[config.mk]
export PLATFORM = sky130hd
export DESIGN_NAME = prog_delay_line
export DESIGN_NICKNAME = d
export VERILOG_FILES = /design/src/rtl/prog_delay_line.sv
export SDC_FILE = /design/constraint.sdc
export NUM_CORES = 1
export LEC_CHECK = 0
export BUFFER_PORTS_ARGS = -buffer_cell sky130_fd_sc_hd__buf_2
export CORE_UTILIZATION = 30
export DETAILED_ROUTE_END_ITERATION = 16
export PLACE_DENSITY = 0.45
export RECOVER_POWER = 25
export SYNTH_ARGS = -nofsm -noshare
export SYNTH_HDL_FRONTEND = slang
export SYNTH_SLANG_ARGS = --single-unit
[constraint.sdc]
create_clock -name clk -period 34.8 [get_ports clk]
set_clock_uncertainty 0.1 [all_clocks]
set_input_delay 6.96 -clock clk [delete_from_list [all_inputs] [get_ports clk]]
set_output_delay 6.96 -clock clk [all_outputs]
set_load 0.05 [all_outputs]
[src/rtl/prog_delay_line.sv]
// rtl/prog_delay_line.sv - multi-channel programmable delay line with runtime tap
//
// Purpose: NCH signed channels share one DEPTH-sample shift storage that
// advances on din_valid. A loadable tap selects the delay: tap t gives a
// (t+1)-sample delay. Out-of-range taps clamp to DEPTH-1 and set a sticky error.
// Optional feature macro: PROG_DELAY_PRIME_EN. When it is defined, dout_valid is
// held low until the tapped slot holds a sample written since reset/flush.
//
// Ports:
//   clk        sole clock, rising edge
//   rst_n      synchronous reset, active low
//   din_valid  sample strobe; storage advances only when high
//   din        NCH*WIDTH samples, channel c at [c*WIDTH +: WIDTH]
//   flush      single-cycle clear of fill state (no shift that cycle)
//   tap_load   single-cycle strobe capturing tap_in
//   tap_in     requested delay tap
//   dout       delayed samples, registered
//   dout_valid dout updated this cycle (and primed when the macro is defined)
//   tap_cur    tap in effect
//   tap_err    sticky flag: a tap_in >= DEPTH was loaded

module prog_delay_line #(
   parameter int WIDTH = 13,
   parameter int DEPTH = 32,
   parameter int NCH   = 2,
   parameter int TAP_W = $clog2(DEPTH)
) (
   input  logic                   clk,
   input  logic                   rst_n,
   input  logic                   din_valid,
   input  logic [NCH*WIDTH-1:0]   din,
   input  logic                   flush,
   input  logic                   tap_load,
   input  logic [TAP_W-1:0]       tap_in,
   output logic [NCH*WIDTH-1:0]   dout,
   output logic                   dout_valid,
   output logic [TAP_W-1:0]       tap_cur,
   output logic                   tap_err
);

   localparam int DW = NCH * WIDTH;
   localparam logic [TAP_W-1:0] TAP_MAX = TAP_W'(DEPTH - 1);

   // Storage has no reset so it maps onto shift-register primitives.
   logic [DW-1:0] line [DEPTH];
   logic [DW-1:0] rd_word;
   logic          shift_en;
   logic          tap_oob;

   assign shift_en = rst_n && din_valid && !flush;
   assign rd_word  = line[tap_cur];
   // Widen before comparing so the check still works when DEPTH is not a power of two.
   assign tap_oob  = 32'(tap_in) >= 32'(DEPTH);

   always_ff @(posedge clk) begin
      if (shift_en) begin
         line[0] <= din;
         for (int n = 1; n < DEPTH; n++) begin
            line[n] <= line[n-1];
         end
      end
   end

   always_ff @(posedge clk) begin
      if (!rst_n) begin
         tap_cur <= '0;
         tap_err <= 1'b0;
      end else if (tap_load) begin
         if (tap_oob) begin
            tap_cur <= TAP_MAX;
            tap_err <= 1'b1;
         end else begin
            tap_cur <= tap_in;
         end
      end
   end

`ifdef PROG_DELAY_PRIME_EN
   localparam int FILL_W = $clog2(DEPTH + 1);
   localparam logic [FILL_W-1:0] FILL_MAX = FILL_W'(DEPTH);

   logic [FILL_W-1:0] fill_cnt;
   logic              primed;

   // The read slot line[tap_cur] is real once more than tap_cur samples have
   // entered since reset/flush; the comparison uses the pre-shift count.
   assign primed = 32'(fill_cnt) > 32'(tap_cur);

   always_ff @(posedge clk) begin
      if (!rst_n) begin
         fill_cnt   <= '0;
         dout       <= '0;
         dout_valid <= 1'b0;
      end else if (flush) begin
         fill_cnt   <= '0;
         dout_valid <= 1'b0;
      end else if (din_valid) begin
         if (fill_cnt != FILL_MAX) begin
            fill_cnt <= fill_cnt + FILL_W'(1);
         end
         if (primed) begin
            dout       <= rd_word;
            dout_valid <= 1'b1;
         end else begin
            dout       <= '0;
            dout_valid <= 1'b0;
         end
      end else begin
         dout_valid <= 1'b0;
      end
   end
`else
   always_ff @(posedge clk) begin
      if (!rst_n) begin
         dout       <= '0;
         dout_valid <= 1'b0;
      end else if (flush) begin
         dout_valid <= 1'b0;
      end else if (din_valid) begin
         dout       <= rd_word;
         dout_valid <= 1'b1;
      end else begin
         dout_valid <= 1'b0;
      end
   end
`endif

endmodule
## Yosys cells after proc, flatten, opt, wreduce, memory -nomap -nowiden

Memory sizes are Yosys's and may differ from the RTL's. A register that Yosys moved wholly into a read port is not among the register bits.
Cells that the tools add are included.
W data, S select, Z words.

- Register bits: 6
- Bits in latches: 0
- RAM bits: 832
- ROM bits: 0
- Logic and storage cells: 14
- Memories: 1

Memory list:

| memory | words | bits a word | rd ports | clocked after Yosys merged registers in | wr ports | line | text |
|---|---|---|---|---|---|---|---|
| line | 32 | 26 | 32 | 1 | 32 | 45 | `logic [DW-1:0] line [DEPTH];` |

- $add $sub $neg: 0
- Multipliers: 0
- Div/mod/pow operators: 0
- $lt $le $gt $ge: 0
- Eq/ne operators: 0
- Shift-type cells: 0
- Multiplexer cells: 3
- Bitwise operators: 2
- Reduce and logical (&&, ||, !) cells: 6

Operators with widths:

| operator | count |
|---|---|
| $mux W1 | 3 |
| $logic_and A1 B1 Y1 | 2 |
| $logic_not A1 Y1 | 2 |
| $not A1 Y1 | 2 |
| $reduce_and A2 Y1 | 1 |
| $reduce_or A2 Y1 | 1 |

## Longest topological paths before layout

- Depth in word-level cells: 4
- Mapped depth: 9
- Mapped depth without buffers: 5

## Worst setup path after synthesis

Ideal clock, no wire load.

- Path kind: input to register
- Start point: in din_valid
- End point: mem line[0][0] in the netlist's numbering (enable)
- Library setup time: 1.308 ns
- Arrival: 26.328 ns
- Slack: 7.065 ns
- Cell stages on the path: 4
- Path buffers: 2
- Path through: nor2b_1 -> clkbuf_1 -> clkbuf_1 -> and2_1

RTL lines:

| what | line | text |
|---|---|---|
| from (decl) | 30 | `input logic din_valid,` |
| to (decl) | 45 |  |

==> reports/results.ini <==
[cells_and_area]
area_delta_synth_final_pct=14.2
layout_common_cells=edfxtp_1, mux2i_1, a22oi_1
fin_area_mm2=0.0379
final_cells=3433
final_common_cell=edfxtp_1
antennaDiodeCount=0
drive_gt1_share_pct=11.5
nNetsFinal=1920

[timing]
hold_viol_final=0
maxSlewViolCount=0
setup_slack_ns=22.56
fin_crit_sh_pct=35.2
relSlewSlack_pct=16.9
period_needed_ns=12.24
rsz0062_at_grt=no
finalSetupViolations=0
fmax_ghz=0.0817
tightest_slew_ns=1.25
tns_ns=0

[grt]
busiest_layer=met1
grt_first_pass_wirelength_mm=107
met2_usage_pct=18.0
grtUsageTotal_pct=12.3
grt_pass1_vias=16896
grt_start_max_net_pins=204
antenna_found_initial=4
overflow=0
use_met3_pct=2.28
grt_use_met1_pct=18.5

[worst_setup_path]
end_kind=flip-flop
cp-start-kind=input port
path_delay_family=buffers and inverters
critPathKind=input port to flip-flop
rrSetupSlack_ns=29.69
cp.arrival_ns=12.40
cp_max_fo=203
cp_slowest_cell=buf_4
crit_required_ns=34.96
worst-path-buf-inv=6
cpPeakStageDelay_ns=0.94
crit_top_cell=buf_4
crit_chain=buf_2 > nor2b_4 > buf_4 > and2_4 > buf_12 > buf_4 > buf_4 > buf_4

[placed_design]
io_buffers=67
placed_cell_area_mm2=0.0349
gp_congestion=0.690
place_ws_ns=21.79
place_hpwl_mm=35.4
dp_cells=3262

[drt]
drc=0
first_pass_iters=5
antenna_left=0
wl_mm=69.4
drt_iter0_markers=1465
via_per_inst=4.76
vias=16352
wl_per_cell_um=20.2

[die]
die_y_um=335
die_area_mm2=0.112
io_pins=69
std_cell_rows=121
core_mm2=0.109
dieWidth_um=335
start_util_pct=30.4

[cts]
cts-root-buf=clkbuf_16
htreeDepth=3
ctsHoldBuffers=0
max-clock-path-buffers=3
ctsResizeCount=0
cts_setup_buffers=0
cts.sinks=864
clk_latency_ns=0.65
cts_tree=done
path_clk_slew_ns=0.06
cts_buffers=96

[pwr]
power.density_mw_per_mm2=60.3
power_leakage_nw=11.8
totalPowerFinal_w=0.00229
ir_drop_uv=29.4

[run_status]
status=complete, no violations

[yosys]
netlist_area_mm2=0.0332
yosysWarnings=0
yosysSeqAreaShare_pct=77.1
synth_cells=1808
syn_avg_cell_area_um2=18.4
synth_nets=1844
synth_cell_types=22
ys_ff_latch=864

[worst_hold_path]
hp-class=flip-flop to flip-flop

[job]
drv_cap=0

==> routing by layer <==
metal	vias up	part of all wire, %
met5	-	0
met4	0	1.6
met3	78	4.5
met2	322	44
met1	8482	50
li1	7470	-
==> power breakdown <==
part	leakage [nW]	switching (W)	internal, W
Clock	1.47	0.000406	0.000581
Combinational	2.43	0.0000822	0.0000398
Sequential	7.91	0.0000154	0.00116
==> cells in the mapped netlist, drive strengths merged <==
cell / instances / area share [%]
nor2: 1 / 0.011
edfxtp: 832 / 75
conb: 1 / 0.011
mux2i: 421 / 13
dfxtp: 32 / 1.9
o21ai: 26 / 0.39
and2: 3 / 0.056
buf: 58 / 1.6
or2: 1 / 0.019
nand2b: 2 / 0.038
nand2: 1 / 0.011
clkbuf: 58 / 0.68
a21oi: 130 / 2.0
a22oi: 208 / 4.7
nor2b: 8 / 0.15
or4: 26 / 0.59
==> flip-flops by register name, indices dropped and copies added, names as in the netlist <==
signal / flops
line: 832
dout: 26
tap_cur: 5
dout_valid: 1
==> kinds of logic after synthesis <==
group	after synthesis	share of synthesized area, %
other	1	0.0113
muxes	421	12.7
AOI/OAI and AO/OA	364	7.05
DFF	864	77.1
and+or+nand+nor	42	0.874
buffers and inverters	116	2.25
==> worst register-to-register path, stage by stage (launching register included) <==
cell and delay, ns:
dfxtp_4 0.87, buf_4 0.77, buf_4 0.94, buf_4 0.87, mux2i_1 0.22, a22oi_1 0.30, a21oi_1 0.18, or4_1 0.61
a21oi_1 0.18
==> metrics by stage <==
step | util [%] | hold WS [ns]
global placement | 31.9 | 0.327
CTS | 34.7 | 0.339
floorplan | - | 0.326
detailed placement | 31.9 | 0.331
finish | 34.7 | 0.339
global route | 34.7 | 0.348
==> cell type report <==
| cell class | instances | area [µm²] |
|---|---|---|
| well taps | 1476 | 1850 |
| clock buffers | 125 | 2550 |
| fillers | 10468 | 71400 |
| clock inverters | 46 | 454 |
| flip-flops and latches | 864 | 25600 |
| repair buffers | 94 | 563 |
| multi-input cells | 828 | 6890 |
==> path summary, 6_finish.rpt <==
check,from,end,cells past startpoint
worst max-delay path,flush,line[3][22]$_DFFE_PP_,8
worst min-delay path,line[9][17]$_DFFE_PP_,line[10][17]$_DFFE_PP_,0
worst max register to register,tap_cur[0]$_SDFFE_PN0P_,dout[8]$_SDFFE_PN0P_,8
worst min register to register,line[9][17]$_DFFE_PP_,line[10][17]$_DFFE_PP_,0
(Power assumes the default switching activity.)
